File: src/rtl/fifo_pkg.sv
// fifo_pkg: shared definitions for the asynchronous FIFO pointer handlers.
//   PTR_WIDTH_DEF : default address width (FIFO depth 2**PTR_WIDTH_DEF).
//   bin2gray      : binary to reflected Gray code.
//   gray2bin      : reflected Gray code to binary.
// Both functions operate on 32-bit values. Callers zero-extend narrower
// pointers and take the low bits of the result.
package fifo_pkg;

   localparam int unsigned PTR_WIDTH_DEF = 4;

   function automatic logic [31:0] bin2gray(input logic [31:0] b);
      return b ^ (b >> 1);
   endfunction

   // XOR prefix from the MSB down, done in log2 steps.
   function automatic logic [31:0] gray2bin(input logic [31:0] g);
      logic [31:0] b;
      b = g;
      for (int s = 1; s < 32; s = s * 2) begin
         b = b ^ (b >> s);
      end
      return b;
   endfunction

endpackage

File: src/rtl/gray2bin_conv.sv
// gray2bin_conv: combinational Gray to binary converter.
//   W    : vector width.
//   gray : Gray-coded input.
//   bin  : binary output. Each bit is the XOR of all Gray bits at or above it.
module gray2bin_conv #(
   parameter int unsigned W = 5
) (
   input  logic [W-1:0] gray,
   output logic [W-1:0] bin
);

   for (genvar i = 0; i < W; i++) begin : g_bit
      assign bin[i] = ^gray[W-1:i];
   end

endmodule

File: src/rtl/rd_ptr_handler.sv
// rd_ptr_handler: read-domain pointer handler for the asynchronous FIFO.
// It advances the binary and Gray read pointers on accepted reads. It derives
// the empty, level, underflow and rvalid status from the Gray write pointer,
// which arrives already synchronized into i_clk.
//   i_clk, i_rstn  : clock and asynchronous active-low reset.
//   i_en           : read request. It is dropped while o_empty is high.
//   i_g_wr_ptr     : Gray write pointer, already in the read clock domain.
//   o_b_rd_addr    : binary read address. This is the current pointer.
//   o_g_rd_ptr     : registered Gray read pointer, sent to the synchronizer.
//   o_empty        : registered empty flag.
//   o_rvalid       : memory read data is valid this cycle.
//   o_rd_level     : registered entry count as seen by the read side.
//   o_underflow    : one-cycle pulse for a read requested while empty.
//   o_almost_empty : present only when RD_ALMOST_EMPTY_EN is defined. It is
//                    high when the level is at or below AE_THRESH.
module rd_ptr_handler
   import fifo_pkg::*;
#(
   parameter int unsigned PTR_WIDTH = PTR_WIDTH_DEF,
   parameter int unsigned AE_THRESH = 2
) (
   input  logic               i_clk,
   input  logic               i_rstn,
   input  logic               i_en,
   input  logic [PTR_WIDTH:0] i_g_wr_ptr,
   output logic [PTR_WIDTH-1:0] o_b_rd_addr,
   output logic [PTR_WIDTH:0] o_g_rd_ptr,
   output logic               o_empty,
   output logic               o_rvalid,
   output logic [PTR_WIDTH:0] o_rd_level,
   output logic               o_underflow
`ifdef RD_ALMOST_EMPTY_EN
   ,
   output logic               o_almost_empty
`endif
);

   if (AE_THRESH > (32'd1 << PTR_WIDTH)) begin : g_bad_ae_thresh
      $error("AE_THRESH exceeds FIFO depth");
   end

   logic               rd_acc;
   logic [PTR_WIDTH:0] b_rd_ptr_q;
   logic [PTR_WIDTH:0] g_rd_ptr_q;
   logic [PTR_WIDTH:0] nxt_b;
   logic [PTR_WIDTH:0] nxt_g;
   logic [PTR_WIDTH:0] wbin;
   logic [PTR_WIDTH:0] level_d;
   logic [PTR_WIDTH:0] level_q;
   logic               empty_q;
   logic               rvalid_q;
   logic               underflow_q;

   assign rd_acc = i_en & ~empty_q;
   assign nxt_b  = b_rd_ptr_q + {{PTR_WIDTH{1'b0}}, rd_acc};
   assign nxt_g  = nxt_b ^ (nxt_b >> 1);

   gray2bin_conv #(
      .W (PTR_WIDTH + 1)
   ) u_wbin (
      .gray (i_g_wr_ptr),
      .bin  (wbin)
   );

   // The write pointer lags behind the true value, so this count never
   // over-reports. The modulo subtraction handles pointer wrap.
   assign level_d = wbin - nxt_b;

   always_ff @(posedge i_clk or negedge i_rstn) begin
      if (!i_rstn) begin
         b_rd_ptr_q  <= '0;
         g_rd_ptr_q  <= '0;
         empty_q     <= 1'b1;
         rvalid_q    <= 1'b0;
         level_q     <= '0;
         underflow_q <= 1'b0;
      end else begin
         b_rd_ptr_q  <= nxt_b;
         g_rd_ptr_q  <= nxt_g;
         // A direct Gray compare against the next pointer raises empty on the
         // same edge that consumes the last entry.
         empty_q     <= (nxt_g == i_g_wr_ptr);
         rvalid_q    <= rd_acc;
         level_q     <= level_d;
         underflow_q <= i_en & empty_q;
      end
   end

`ifdef RD_ALMOST_EMPTY_EN
   logic almost_empty_q;

   always_ff @(posedge i_clk or negedge i_rstn) begin
      if (!i_rstn) begin
         almost_empty_q <= 1'b1;
      end else begin
         almost_empty_q <= (32'(level_d) <= AE_THRESH);
      end
   end

   assign o_almost_empty = almost_empty_q;
`endif

   assign o_b_rd_addr = b_rd_ptr_q[PTR_WIDTH-1:0];
   assign o_g_rd_ptr  = g_rd_ptr_q;
   assign o_empty     = empty_q;
   assign o_rvalid    = rvalid_q;
   assign o_rd_level  = level_q;
   assign o_underflow = underflow_q;

endmodule

File: config.mk
export PLATFORM = sky130hd
export DESIGN_NAME = rd_ptr_handler
export DESIGN_NICKNAME = d
export VERILOG_FILES = /design/src/rtl/fifo_pkg.sv /design/src/rtl/gray2bin_conv.sv /design/src/rtl/rd_ptr_handler.sv
export SDC_FILE = /design/constraint.sdc
export NUM_CORES = 1
export LEC_CHECK = 0
export BUFFER_PORTS_ARGS = -buffer_cell sky130_fd_sc_hd__clkbuf_2
export CAP_MARGIN = 20
export CORE_ASPECT_RATIO = 0.8
export CORE_UTILIZATION = 45
export CTS_BUF_LIST = sky130_fd_sc_hd__clkbuf_4
export DETAILED_ROUTE_END_ITERATION = 8
export GPL_TIMING_DRIVEN = 1
export PLACE_DENSITY = 0.74
export SLEW_MARGIN = 20
export SYNTH_ARGS = -nofsm -noshare
export SYNTH_HDL_FRONTEND = slang
export SYNTH_SLANG_ARGS = --single-unit
File: constraint.sdc
create_clock -name i_clk -period 6.6 [get_ports i_clk]
set_input_delay 0 -clock i_clk [delete_from_list [all_inputs] [get_ports i_clk]]
set_output_delay 0 -clock i_clk [all_outputs]
set_load 0.1 [all_outputs]
==> run metrics <==
delay of the slowest cell on the worst path around 0.55 ns; Post-Syn Nets 81; Sink Count 17; mux share of post-synthesis cell area 0%; # resized after CTS 0; initial standard-cell utilization of the core 50.8%; clock tree skew after final layout approximately 0.0027 ns; buffer levels on the longest clock path 2; arithmetic-cell share of the synthesized area counting full adders, half adders and majority gates under 10%; number of H-tree levels 1; fmax about 380 MHz; clock slew seen by the registers of the worst setup and hold paths 0.10 ns; number of instances in the synthesized netlist about 70; Critical Path Sink Type flip-flop; count of antenna-violating nets left after detailed routing 0; count of hold buffers inserted by post-cts repair 2; number of maximum-capacitance violations 0; # setup viols final 0; largest net degree at the start of global routing 18; first-pass GRT wire length 2320 um; RePlAce Congestion 0.702; maximum fanout along the worst path 5; most prevalent standard cell on the critical path sky130_fd_sc_hd__inv_1; max-slew headroom at the worst pin a little over three fifths; Data required, critical path 6.78 ns; total vias in the final route approximately 570; Final Critical Period between 2 and 3 ns; period utilization between 30% and 40%; sequential fraction of the synthesis area roughly 49%; die width just over 50 um; Synth cell types 26; outcome completed; CP Data Arrival Time 2.79 ns; Total GRT Usage roughly 15%; max-slew violations 0; dominant combinational cell family by area after synthesis XOR/XNOR gates; cell chain of the critical path and2b_1 > and2_1 > ha_1 > inv_1 > fa_1 > inv_1 > a21oi_1 > a211o_1 > xor2_1; main flop type after synthesis sky130_fd_sc_hd__dfrtp_1; Syn Std Cell Area between 800 and 900 um^2; average cell area after synthesis 12.9 um^2; core area approximately 1700 um^2; area of combinational cells with multiple inputs around 430 um^2; clock root cell sky130_fd_sc_hd__clkbuf_4; Synth Area in XOR/XNOR around a quarter; fraction of layout instances using a drive strength above 1 between 30% and 40%; register bit count reported by yosys 17; cell total after placement ~110; count of final hold-check violations 0; Detail Placement HPWL approximately 1100 um; DR iter-0 viols 3; clock tree from TritonCTS built; Port-buffer cells 24; Async SR Flop Fraction between 90% and 100%; clock buffer count from CTS 3; number of buffers and inverters on the critical path 2; antenna fix cells 0; number of global-route vias before repair roughly 540; DIE HEIGHT 41.5 um; sequential standard cell area ~430 um^2; yosys warns 0; Final Net Count around 110; 1st-pass router iterations 3; count of pins on the block boundary 25; RSZ-0062 raised after global routing no; vias per inst between 4 and 5; hold_ws around 0.037 ns; row count 13; setup TNS after final layout 0 ns; Die ar. between 2000 and 2500 um^2; area share of and/or/nand/nor cells after synthesis 9.71%; placed inst area slightly above 1000 um^2; total overflow reported by the global router 0; class of the tightest hold or removal check in -> reg; filler-free cell count of the finished design 120; Compound-Gate Fraction of Synth Area under 10%; fillers 148; initial antenna violation count 0; routed length per placed instance ~12 um; class of the most critical setup path reg -> reg; Area growth, synth to finish 22.3%; family with the most delay on the worst path adder cells; Worst path slowest cell sky130_fd_sc_hd__dfstp_2; number of enable-type register cells in the synthesized netlist 0; number of DRC violations after detailed routing 0; Clock Latency Late Sink slightly below 0.3 ns; postcts setup bufs 0; critical path launch point type flip-flop; Worst Tran Pin Value 0.555 ns; final instance area between 1000 and 1500 um^2; overall routed net length around 1400 um
-- per-stage QoR --
stage	util (%)	setup WS (ns)
after floorplan	-	3.70
after CTS	62.1	3.97
after global routing	62.1	3.84
after detailed placement	59.4	3.99
final	62.1	3.99
after global placement	59.4	4.04
-- synthesized netlist by cell type, drive strengths merged, types with 2 or more instances --
library cell	n	area share (%)
dfrtp	16	46
a211o	2	2.0
inv	6	2.6
ha	4	5.7
xnor2	15	18
nand3	2	1.7
and2	2	1.4
a21oi	2	1.1
xor2	5	6.7
-- tightest hold or removal path, stage by stage --
cell and delay (ns):
sky130_fd_sc_hd__clkbuf_2 0.11, sky130_fd_sc_hd__xor2_1 0.07, sky130_fd_sc_hd__nand3_1 0.09, sky130_fd_sc_hd__a22oi_2 0.06
-- routing by layer --
metal / global-route usage [%] / wire (um) / vias up
li1: - / - / 284
met1: 20.1 / 677 / 258
met2: 22.4 / 621 / 21
met3: 5.49 / 85 / 3
met4: 6.49 / 17 / 0
met5: 0 / 0 / -
-- sequential cells by signal, summed over array words and instances (netlist names) --
signal       flops
o_rvalid         1
o_empty          1
o_rd_level       5
b_rd_ptr_q       5
o_g_rd_ptr       4
o_underflow      1
-- cells by family after synthesis --
group	count (synthesis)
xor gates and xnor gates	20
adders and majority gates	6
AOI/OAI and AO/OA	6
buffers and inverters	6
DFF	17
and+or+nand+nor	13
-- final timing paths --
check                                    from       endpoint  slack [ns]  cells after the start
worst max register to register        o_empty  o_rd_level[4]        3.99                      9
worst min register to register        o_empty    o_underflow        0.56                      1
worst min-delay path            i_g_wr_ptr[1]        o_empty        0.04                      4
min in group asynchronous              i_rstn       o_rvalid        0.16                      2
max in group asynchronous              i_rstn        o_empty        6.11                      2
worst max-delay path                  o_empty  o_rd_level[4]        3.99                      9
-- area by class of cell --
class,count,share of cell area [%]
flip-flops and latches,17,39.8
multi-input cells,45,39.8
repair buffers,26,13.1
well taps,22,2.57
clock buffers,3,2.10
inverters,6,2.10
clock inverters,1,0.467
-- placed cells by master, fill, tap and decap left out, types with 2 or more instances in the layout --
| cell | n |
|---|---|
| sky130_fd_sc_hd__clkbuf_2 | 24 |
| sky130_fd_sc_hd__dfrtp_1 | 16 |
| sky130_fd_sc_hd__xnor2_1 | 12 |
| sky130_fd_sc_hd__inv_1 | 6 |
| sky130_fd_sc_hd__ha_1 | 4 |
| sky130_fd_sc_hd__xor2_1 | 3 |
| sky130_fd_sc_hd__xnor2_2 | 3 |
| sky130_fd_sc_hd__clkbuf_4 | 3 |
| sky130_fd_sc_hd__and2_1 | 2 |
| sky130_fd_sc_hd__xor2_2 | 2 |
| sky130_fd_sc_hd__a21oi_1 | 2 |
| sky130_fd_sc_hd__a211o_1 | 2 |
| sky130_fd_sc_hd__dlygate4sd3_1 | 2 |
Power is left out: the tool's default activity adds up to more than one toggle a clock period on the data nets, which glitch-free logic cannot reach.
